==> src/rtl/traffic_light_ctrl_pkg.sv <==
// Shared encodings for the traffic light controller:
// phase states, lamp one-hot codes and walk-exit direction.
package traffic_pkg;

   typedef enum logic [2:0] {
      NSG  = 3'd0,
      NSY  = 3'd1,
      AR1  = 3'd2,
      EWG  = 3'd3,
      EWY  = 3'd4,
      AR2  = 3'd5,
      WALK = 3'd6
   } phase_e;

   // lamp one-hot is {red, yellow, green}
   localparam logic [2:0] LAMP_RED = 3'b100;
   localparam logic [2:0] LAMP_YEL = 3'b010;
   localparam logic [2:0] LAMP_GRN = 3'b001;

   typedef enum logic {
      DIR_NS = 1'b0,
      DIR_EW = 1'b1
   } dir_e;

   function automatic int max2(input int a, input int b);
      return (a > b) ? a : b;
   endfunction

endpackage

==> src/rtl/traffic_light_ctrl_if.sv <==
// Sensor/button inputs and lamp/status outputs of the
// traffic light controller.
interface traffic_light_ctrl_if;
   import traffic_pkg::*;

   logic       ns_car;
   logic       ew_car;
   logic       ped_req;
   logic [2:0] ns_light;
   logic [2:0] ew_light;
   logic       walk;
   phase_e     phase;
   logic       ped_pending;

   modport master (
      output ns_car, ew_car, ped_req,
      input  ns_light, ew_light, walk, phase, ped_pending
   );

   modport slave (
      input  ns_car, ew_car, ped_req,
      output ns_light, ew_light, walk, phase, ped_pending
   );

endinterface

==> src/rtl/traffic_light_ctrl_phase_timer.sv <==
// Per-phase cycle counter: clears on a phase change,
// otherwise counts up and saturates instead of wrapping.
module phase_timer #(
   parameter int W = 6
) (
   input  logic         clk,
   input  logic         reset,
   input  logic         clear,
   output logic [W-1:0] t
);

   always_ff @(posedge clk or posedge reset) begin
      if (reset) begin
         t <= '0;
      end else if (clear) begin
         t <= '0;
      end else if (t != {W{1'b1}}) begin
         t <= t + 1'b1;
      end
   end

endmodule

==> src/rtl/traffic_light_ctrl.sv <==
// Two-road intersection controller with pedestrian phase;
// Moore FSM, lamps registered from the next-state decode.
module traffic_light_ctrl
   import traffic_pkg::*;
#(
   parameter int T_GREEN    = 20,
   parameter int T_MAXGREEN = 60,
   parameter int T_YELLOW   = 5,
   parameter int T_ALLRED   = 2,
   parameter int T_WALK     = 10
) (
   input  logic                clk,
   input  logic                reset,
   traffic_light_ctrl_if.slave bus
);

   localparam int TMAX = max2(max2(max2(T_GREEN, T_MAXGREEN),
                                   max2(T_YELLOW, T_ALLRED)), T_WALK);
   localparam int TW = $clog2(TMAX + 1);

   localparam logic [TW-1:0] END_MIN = TW'(T_GREEN - 1);
   localparam logic [TW-1:0] END_MAX = TW'(T_MAXGREEN - 1);
   localparam logic [TW-1:0] END_YEL = TW'(T_YELLOW - 1);
   localparam logic [TW-1:0] END_AR  = TW'(T_ALLRED - 1);
   localparam logic [TW-1:0] END_WLK = TW'(T_WALK - 1);

   phase_e        state_reg;
   phase_e        state_next;
   dir_e          next_dir;
   logic          ped_pending;
   logic [TW-1:0] t;
   logic          clr;

   assign clr = (state_next != state_reg);

   phase_timer #(.W(TW)) u_timer (
      .clk   (clk),
      .reset (reset),
      .clear (clr),
      .t     (t)
   );

   always_comb begin
      state_next = state_reg;
      case (state_reg)
         NSG: if ((t >= END_MIN && (bus.ew_car || ped_pending))
                  || t >= END_MAX)
                 state_next = NSY;
         NSY: if (t >= END_YEL) state_next = AR1;
         AR1: if (t >= END_AR)
                 state_next = ped_pending ? WALK : EWG;
         EWG: if ((t >= END_MIN && (bus.ns_car || ped_pending))
                  || t >= END_MAX)
                 state_next = EWY;
         EWY: if (t >= END_YEL) state_next = AR2;
         AR2: if (t >= END_AR)
                 state_next = ped_pending ? WALK : NSG;
         WALK: if (t >= END_WLK)
                 state_next = (next_dir == DIR_EW) ? EWG : NSG;
         default: state_next = AR2;
      endcase
   end

   always_ff @(posedge clk or posedge reset) begin
      if (reset) begin
         state_reg    <= AR2;
         next_dir     <= DIR_NS;
         ped_pending  <= 1'b0;
         bus.ns_light <= LAMP_RED;
         bus.ew_light <= LAMP_RED;
         bus.walk     <= 1'b0;
      end else begin
         state_reg <= state_next;
         if (clr && state_reg == AR1) next_dir <= DIR_EW;
         else if (clr && state_reg == AR2) next_dir <= DIR_NS;
         // entering WALK serves the request, even one raised this cycle
         if (clr && state_next == WALK) ped_pending <= 1'b0;
         else if (bus.ped_req && state_reg != WALK) ped_pending <= 1'b1;
         bus.ns_light <= LAMP_RED;
         bus.ew_light <= LAMP_RED;
         bus.walk     <= 1'b0;
         case (state_next)
            NSG:     bus.ns_light <= LAMP_GRN;
            NSY:     bus.ns_light <= LAMP_YEL;
            EWG:     bus.ew_light <= LAMP_GRN;
            EWY:     bus.ew_light <= LAMP_YEL;
            WALK:    bus.walk     <= 1'b1;
            default: ;
         endcase
      end
   end

   assign bus.phase       = state_reg;
   assign bus.ped_pending = ped_pending;

endmodule

==> src/flat_wrapper.sv <==
// flat-port wrapper written by rule: the top's interface ports become plain ports
module traffic_light_ctrl_flat import traffic_pkg::*;
#(
   parameter int T_GREEN    = 20,
   parameter int T_MAXGREEN = 60,
   parameter int T_YELLOW   = 5,
   parameter int T_ALLRED   = 2,
   parameter int T_WALK     = 10
)
  (clk, reset, bus_ns_car, bus_ew_car, bus_ped_req, bus_ns_light, bus_ew_light, bus_walk, bus_phase, bus_ped_pending);
  traffic_light_ctrl_if bus_i ();
  input  logic clk;
  input  logic reset;
  input wire logic [$bits(bus_i.ns_car)-1:0] bus_ns_car;
  input wire logic [$bits(bus_i.ew_car)-1:0] bus_ew_car;
  input wire logic [$bits(bus_i.ped_req)-1:0] bus_ped_req;
  output wire logic [$bits(bus_i.ns_light)-1:0] bus_ns_light;
  output wire logic [$bits(bus_i.ew_light)-1:0] bus_ew_light;
  output wire logic [$bits(bus_i.walk)-1:0] bus_walk;
  output wire logic [$bits(bus_i.phase)-1:0] bus_phase;
  output wire logic [$bits(bus_i.ped_pending)-1:0] bus_ped_pending;
  assign bus_i.ns_car = bus_ns_car;
  assign bus_i.ew_car = bus_ew_car;
  assign bus_i.ped_req = bus_ped_req;
  assign bus_ns_light = bus_i.ns_light;
  assign bus_ew_light = bus_i.ew_light;
  assign bus_walk = bus_i.walk;
  assign bus_phase = bus_i.phase;
  assign bus_ped_pending = bus_i.ped_pending;
  traffic_light_ctrl #(.T_GREEN(T_GREEN), .T_MAXGREEN(T_MAXGREEN), .T_YELLOW(T_YELLOW), .T_ALLRED(T_ALLRED), .T_WALK(T_WALK)) u_core (.clk(clk), .reset(reset), .bus(bus_i));
endmodule
==> config.mk <==
export PLATFORM = sky130hd
export DESIGN_NAME = traffic_light_ctrl_flat
export DESIGN_NICKNAME = d
export VERILOG_FILES = /design/src/rtl/traffic_light_ctrl_pkg.sv /design/src/rtl/traffic_light_ctrl_if.sv /design/src/rtl/traffic_light_ctrl_phase_timer.sv /design/src/rtl/traffic_light_ctrl.sv /design/src/flat_wrapper.sv
export SDC_FILE = /design/constraint.sdc
export NUM_CORES = 1
export LEC_CHECK = 0
export BUFFER_PORTS_ARGS = -buffer_cell sky130_fd_sc_hd__buf_4
export CAP_MARGIN = 25
export CORE_MARGIN = 4
export CORE_UTILIZATION = 45
export DETAILED_ROUTE_END_ITERATION = 6
export GPL_TIMING_DRIVEN = 0
export PLACE_DENSITY = 0.65
export REMOVE_ABC_BUFFERS = 1
export SKIP_CTS_REPAIR_TIMING = 1
export SYNTH_ARGS = -nofsm -noshare
export SYNTH_HDL_FRONTEND = slang
export SYNTH_SLANG_ARGS = --single-unit
==> constraint.sdc <==
create_clock -name clk -period 7.8 [get_ports clk]
set_clock_uncertainty 0.1 [all_clocks]
set_input_delay 0 -clock clk [delete_from_list [all_inputs] [get_ports clk]]
set_output_delay 0 -clock clk [all_outputs]
set_load 0.005 [all_outputs]
# After elaboration in Yosys (flattened, before gate mapping)
# Index checks and enable logic that the tools add are counted.
dict set report totals {
  reg_bits 18
  in_bits 5
  out_inout_bits 11
  elab_cells 61
}
dict set report classes {
  n_addsub 1
  magnitude_cmp 5
  eq_ne 13
  muxes 20
  n_reduce_logical 15
}
# operator count
set ops {}
lappend ops {{$mux 3} 9}
lappend ops {{$pmux 3 s7} 1}
lappend ops {{$eq 3x3->1 const B} 5}
lappend ops {{$mux 6} 2}
lappend ops {{$pmux 3 s2} 2}
lappend ops {{$eq 3x2->1 const B} 3}
lappend ops {{$add 6x1->6 const B} 1}
lappend ops {{$eq 3x1->1 const B} 2}
lappend ops {{$ge 6x1->1 const B} 1}
lappend ops {{$ge 6x3->1 const B} 1}
lappend ops {{$ge 6x4->1 const B} 1}
lappend ops {{$ge 6x5->1 const B} 1}
lappend ops {{$ge 6x6->1 const B} 1}
lappend ops {{$logic_and 1x1->1} 6}
lappend ops {{$logic_not 3->1} 2}
lappend ops {{$ne 6x6->1 const B} 1}
lappend ops {{$reduce_bool 2->1} 3}
lappend ops {{$mux 1} 5}
lappend ops {{$logic_or 1x1->1} 4}
lappend ops {{$ne 3x3->1} 1}
lappend ops {{$ne 3x3->1 const B} 1}
lappend ops {{$mux 2} 1}

# Longest topological paths before layout
dict set report depth {
  depth_word 9
  ltp_mapped 9
}

# Cells and area by module
# A second synthesis with hierarchy kept.
dict set report unflattened {
  cells_unflattened 115
  hier_area_um2 1136.1
}
# module n_inst cells_per_inst area_each_um2
set by_module_without_submodules {}
lappend by_module_without_submodules {traffic_light_ctrl 1 86 815.8}
lappend by_module_without_submodules {phase_timer 1 29 320.3}

# Least setup slack after synthesis
# OpenSTA, ideal clock, no wires.
dict set report synth_path {
  path_kind {register to register}
  startpoint {reg u_core.u_timer.t[0]}
  endpoint {reg u_core.u_timer.t[4]}
  arrival_ns 2.330
  required_time_ns 7.620
  path_slack_ns 5.289
  stages_incl_launch_ff 9
  path_buffers 0
  synth_period_minus_slack_ns 2.511
  path_cell_list {dfrtp_1 inv_1 ha_1 nor3b_1 a2111oi_0 a2bb2oi_2 or3_1 a221o_2 nor3_2}
}
dict set report synth_between {
  elab_chain_cells 7
  elab_cells_between_ends 23
  cone_classes {add/sub: 1; order compare: 5; eq/ne: 2; mux: 10; reduce/logical: 5}
}
# item line
set synth_lines {}
lappend synth_lines {{from (decl)} traffic_light_ctrl_phase_timer.sv:9} ;# output logic [W-1:0] t
lappend synth_lines {{from (signal assigned)} traffic_light_ctrl_phase_timer.sv:18} ;# t <= t + 1'b1;
lappend synth_lines {{$ge 6x5->1} {traffic_light_ctrl.sv:46, traffic_light_ctrl.sv:52}}
lappend synth_lines {{$logic_and 1x1->1 (on tied branches)} {traffic_light_ctrl.sv:52, traffic_light_ctrl.sv:46}}
lappend synth_lines {{$logic_or 1x1->1 (on tied branches)} {traffic_light_ctrl.sv:53, traffic_light_ctrl.sv:47}}
lappend synth_lines {{$mux 3 (on tied branches)} {traffic_light_ctrl.sv:52, traffic_light_ctrl.sv:46}}
lappend synth_lines {{$pmux 3 s7} traffic_light_ctrl.sv:45} ;# case (state_reg)
lappend synth_lines {{$ne 3x3->1} traffic_light_ctrl.sv:34} ;# assign clr = (state_next != state_reg);
lappend synth_lines {{$mux 6 / $reduce_bool 2->1 (equally long branches)} -}
# Several ways; a longest one is shown, not always the timed one. The select of a mux whose other input is x is not followed.
# A chain may end at the register's enable or synchronous reset.

# Worst setup path after layout
dict set report layout_path {
  startpoint {reg u_core.u_timer.t[0]}
  endpoint {reg u_core.u_timer.t[5]}
}
# Same word-level chain as after synthesis.

==> metrics.txt <==
# TYPE chip_impl_metric gauge
chip_impl_metric{name="postSynthRegisterBits",unit=""} 18
chip_impl_info{name="synth_area_leader_cell",value="dfrtp_1"} 1
chip_impl_metric{name="die_width",unit="µm"} 58.05
chip_impl_metric{name="starting_density_of_the_core",unit="%"} 49.07
chip_impl_metric{name="slew_limit_fails",unit=""} 0
chip_impl_metric{name="worst_slack",unit="ps"} 4900
chip_impl_metric{name="min_path_cells",unit=""} 6
chip_impl_metric{name="slew_headroom",unit="%"} 54.74
chip_impl_metric{name="antenna_violations_before_repair",unit=""} 0
chip_impl_info{name="root_buffer",value="clkbuf_4"} 1
chip_impl_metric{name="grt.total_usage",unit="%"} 15.41
chip_impl_metric{name="finalCritPeriodShare",unit="%"} 37.19
chip_impl_metric{name="critPathMaxStageDelay",unit="ps"} 520
chip_impl_info{name="start_kind",value="flop"} 1
chip_impl_metric{name="grt_max_degree",unit=""} 19
chip_impl_metric{name="worstSetupPathDepth",unit=""} 8
chip_impl_metric{name="edff_count_synth",unit=""} 0
chip_impl_metric{name="floorplan_die_area",unit="µm²"} 3370
chip_impl_metric{name="clkSlewWorstSetupHoldPaths",unit="ps"} 110
chip_impl_info{name="worstSetupEndpointType",value="flop"} 1
chip_impl_metric{name="via_count_of_the_first_global_routing_pass",unit=""} 896
chip_impl_metric{name="report.final.setup_viol",unit=""} 0
chip_impl_info{name="cts_tree",value="yes"} 1
chip_impl_metric{name="finalCriticalPeriod",unit="ps"} 2901
chip_impl_metric{name="dp_worst_setup_slack",unit="ps"} 4982
chip_impl_metric{name="floorplan.io_pins",unit=""} 16
chip_impl_metric{name="final_net_count",unit=""} 147
chip_impl_metric{name="power.density",unit="nW/µm²"} 359.6
chip_impl_metric{name="core_region_area",unit="µm²"} 2297
chip_impl_metric{name="vdd_ir_max",unit="V"} 0.0002713
chip_impl_metric{name="antenna_violating_nets_post_route",unit=""} 0
chip_impl_metric{name="detail_route.wl_per_cell",unit="µm"} 14.56
chip_impl_metric{name="detailed_route_drc_error_count",unit=""} 0
chip_impl_metric{name="synth_top_area_share",unit="%"} 31.08
chip_impl_metric{name="worstRegToRegCells",unit=""} 8
chip_impl_metric{name="synth_area_per_inst",unit="µm²"} 9.165
chip_impl_metric{name="final_cell_area",unit="µm²"} 1296
chip_impl_metric{name="die-height",unit="µm"} 58.05
chip_impl_metric{name="area_delta_synth_final",unit="%"} 14.98
chip_impl_metric{name="synth_area",unit="µm²"} 1127
chip_impl_metric{name="timing.max_cap.violations",unit=""} 0
chip_impl_info{name="min-delay-path-class",value="primary input to flop"} 1
chip_impl_metric{name="first_pass_iters",unit=""} 4
chip_impl_metric{name="hold_violations",unit=""} 0
chip_impl_metric{name="post_route_cells_drive_above_1_share",unit="%"} 23.36
chip_impl_metric{name="yosys.cell_types.count",unit=""} 46
chip_impl_metric{name="clock_tree.buffer_depth",unit=""} 2
chip_impl_metric{name="worst_slew_pin_slew",unit="ps"} 678.1
chip_impl_metric{name="synth.yosys.warnings",unit=""} 0
chip_impl_metric{name="cts-htree-levels",unit=""} 1
chip_impl_metric{name="dp_hpwl",unit="mm"} 1.816
chip_impl_metric{name="avgViaCountPerCell",unit=""} 5.873
chip_impl_info{name="timing_worst_setup_path_type",value="flop to flop"} 1
chip_impl_metric{name="num_antenna_cells",unit=""} 0
chip_impl_metric{name="critPathRequiredTime",unit="ps"} 7930
chip_impl_metric{name="critical_path_arrival",unit="ps"} 3030
chip_impl_metric{name="count_of_port_buffers_added_during_placement",unit=""} 15
chip_impl_info{name="synthTopCellsByArea",value="dfrtp_1, dfstp_2, a21oi_1"} 1
chip_impl_metric{name="cts-buffers-inserted",unit=""} 3
chip_impl_metric{name="wirelength",unit="mm"} 2.403
chip_impl_info{name="max_stage_delay_cell_worst_path",value="nor3b_1"} 1
chip_impl_metric{name="num_rows",unit=""} 17
chip_impl_metric{name="seq_area_frac_synth",unit="%"} 40.40
chip_impl_metric{name="filler_cell_count",unit=""} 203
chip_impl_metric{name="gp_congestion",unit=""} 0.8617
chip_impl_info{name="status",value="complete, no violations"} 1
chip_impl_info{name="yosys_most_used_dff",value="dfrtp_1"} 1
chip_impl_metric{name="placement.cell_area",unit="µm²"} 1240
chip_impl_metric{name="asyncSetResetFlopFracSynth",unit="%"} 100.0
chip_impl_metric{name="num_vias",unit=""} 969
chip_impl_info{name="critical_path.cell_chain",value="inv_1 > ha_1 > nor3b_1 > a2111oi_0 > a2bb2oi_2 > or3_1 > a221o_2 > nor3_2"} 1
chip_impl_metric{name="clk-insertion-delay-late",unit="ps"} 300
chip_impl_metric{name="grt.overflow.total",unit=""} 0
chip_impl_info{name="critical-path-top-delay-family",value="simple AND/OR/NAND/NOR gates"} 1
chip_impl_info{name="grt_setup_unrepaired",value="no"} 1
chip_impl_metric{name="drtIter0Drc",unit=""} 21
chip_impl_metric{name="synthesis.instances",unit=""} 123
chip_impl_metric{name="path_buf_inv",unit=""} 1
chip_impl_metric{name="clock_sinks",unit=""} 18
chip_impl_metric{name="worstPathMaxFanout",unit=""} 7
chip_impl_metric{name="p_leak",unit="µW"} 0.0005671
chip_impl_metric{name="setup_total_negative_slack",unit="ps"} 0
chip_impl_metric{name="grt_pass1_wl",unit="mm"} 4.064
chip_impl_metric{name="fmaxAchievable",unit="MHz"} 344.8
==> area by class of cell <==
class | instances | area [µm²] | share of cell area (%)
multi-input cells | 89 | 603.1 | 46.53
well taps | 28 | 35.03 | 2.703
flip-flops and latches | 18 | 455.4 | 35.14
inverters | 9 | 33.78 | 2.606
repair buffers | 17 | 132.6 | 10.23
clock buffers | 4 | 36.28 | 2.799
==> path summary, 6_finish.rpt <==
kind	from	endpoint	slack (ps)
min in group asynchronous	reset	u_core.u_timer.t[4]	250
min reg2reg	u_core.next_dir	u_core.next_dir	530
max in group asynchronous	reset	u_core.bus.ew_light[1]	6910
min	bus_ew_car	u_core.bus.phase[0]	190
max	u_core.u_timer.t[0]	u_core.u_timer.t[5]	4900
max reg2reg	u_core.u_timer.t[0]	u_core.u_timer.t[5]	4900
==> logic make-up (layout without fill, tap and decap cells) <==
family | after synthesis | in the layout | share of synthesized area (%)
AND/OR/NAND/NOR | 48 | 48 | 24.53
AO/OA/AOI/OAI | 36 | 36 | 23.75
flip-flops | 18 | 18 | 40.40
buffers and inverters | 16 | 30 | 6.103
adder cells (fa/ha/maj) | 4 | 4 | 4.440
XOR/XNOR | 1 | 1 | 0.7771
==> cell usage in the layout (no fill, tap or decap), types with 2 or more instances in the layout <==
master | synthesis | routed
a211oi_1 | 2 | 2
a21oi_1 | 10 | 10
a31oi_1 | 2 | 2
and3_1 | 3 | 3
buf_4 | 0 | 15
clkbuf_4 | 0 | 3
dfrtp_1 | 14 | 14
dfstp_2 | 4 | 4
dlygate4sd3_1 | 0 | 2
ha_1 | 4 | 4
inv_1 | 8 | 8
nand2_1 | 4 | 4
nand2b_1 | 2 | 2
nand3_1 | 4 | 4
nand3b_1 | 2 | 2
nor2_1 | 12 | 12
nor2b_1 | 3 | 3
nor3_1 | 5 | 5
nor3_2 | 3 | 3
nor3b_1 | 2 | 2
o21ai_0 | 3 | 3
o21bai_1 | 2 | 2
o22ai_1 | 3 | 3
or3_1 | 3 | 3
==> worst min-delay path, stage by stage <==
cell,delay [ps]
buf_4,80
o22ai_1,50
a21oi_1,120
o21a_1,150
a2111oi_2,70
inv_1,80
==> registers in the layout (all words and copies together) (netlist names) <==
name                    count
u_core.bus.ns_light         3
u_core.bus.phase            3
u_core.next_dir             1
u_core.bus.walk             1
u_core.bus.ew_light         3
u_core.u_timer.t            6
u_core.bus.ped_pending      1
==> through the flow <==
| stage | utilization, % | instances | power, µW | hold slack, ps |
|---|---|---|---|---|
| floorplan | - | 116 | 329.2 | -164.3 |
| global placement | 53.98 | 159 | 406.2 | 30.71 |
| detailed placement | 53.98 | 159 | 410.6 | 59.51 |
| CTS | 55.56 | 163 | 469.1 | -274.8 |
| global route | 56.43 | 165 | 503.6 | 252.1 |
| finish | 56.43 | 165 | 466.2 | 186.3 |
==> Yosys cell counts (2+ instances only) <==
master,n
a211oi_1,2
a21oi_1,10
a31oi_1,2
and3_1,3
clkbuf_1,4
dfrtp_1,14
dfstp_2,4
ha_1,4
inv_1,8
nand2_1,4
nand2b_1,2
nand3_1,4
nand3b_1,2
nor2_1,12
nor2b_1,3
nor3_1,5
nor3_2,3
nor3b_1,2
o21ai_0,3
o21bai_1,2
o22ai_1,3
or3_1,3
==> routing by layer <==
| metal | global-route usage (%) | wire length, µm | share of wire, % | vias to the layer above |
|---|---|---|---|---|
| met3 | 2.004 | 99 | 4.1 | 4 |
| li1 | - | - | - | 479 |
| met1 | 22.56 | 1200 | 50 | 467 |
| met4 | 4.967 | 28 | 1.2 | 0 |
| met2 | 23.39 | 1075 | 45 | 19 |
| met5 | 0 | 0 | 0 | - |
==> report_power, final <==
| group | switching (µW) | internal, µW |
|---|---|---|
| clock network | 29.6 | 28.4 |
| registers | 41.7 | 130 |
| logic | 124 | 113 |
Note: power is estimated with default switching activity, not from simulation.
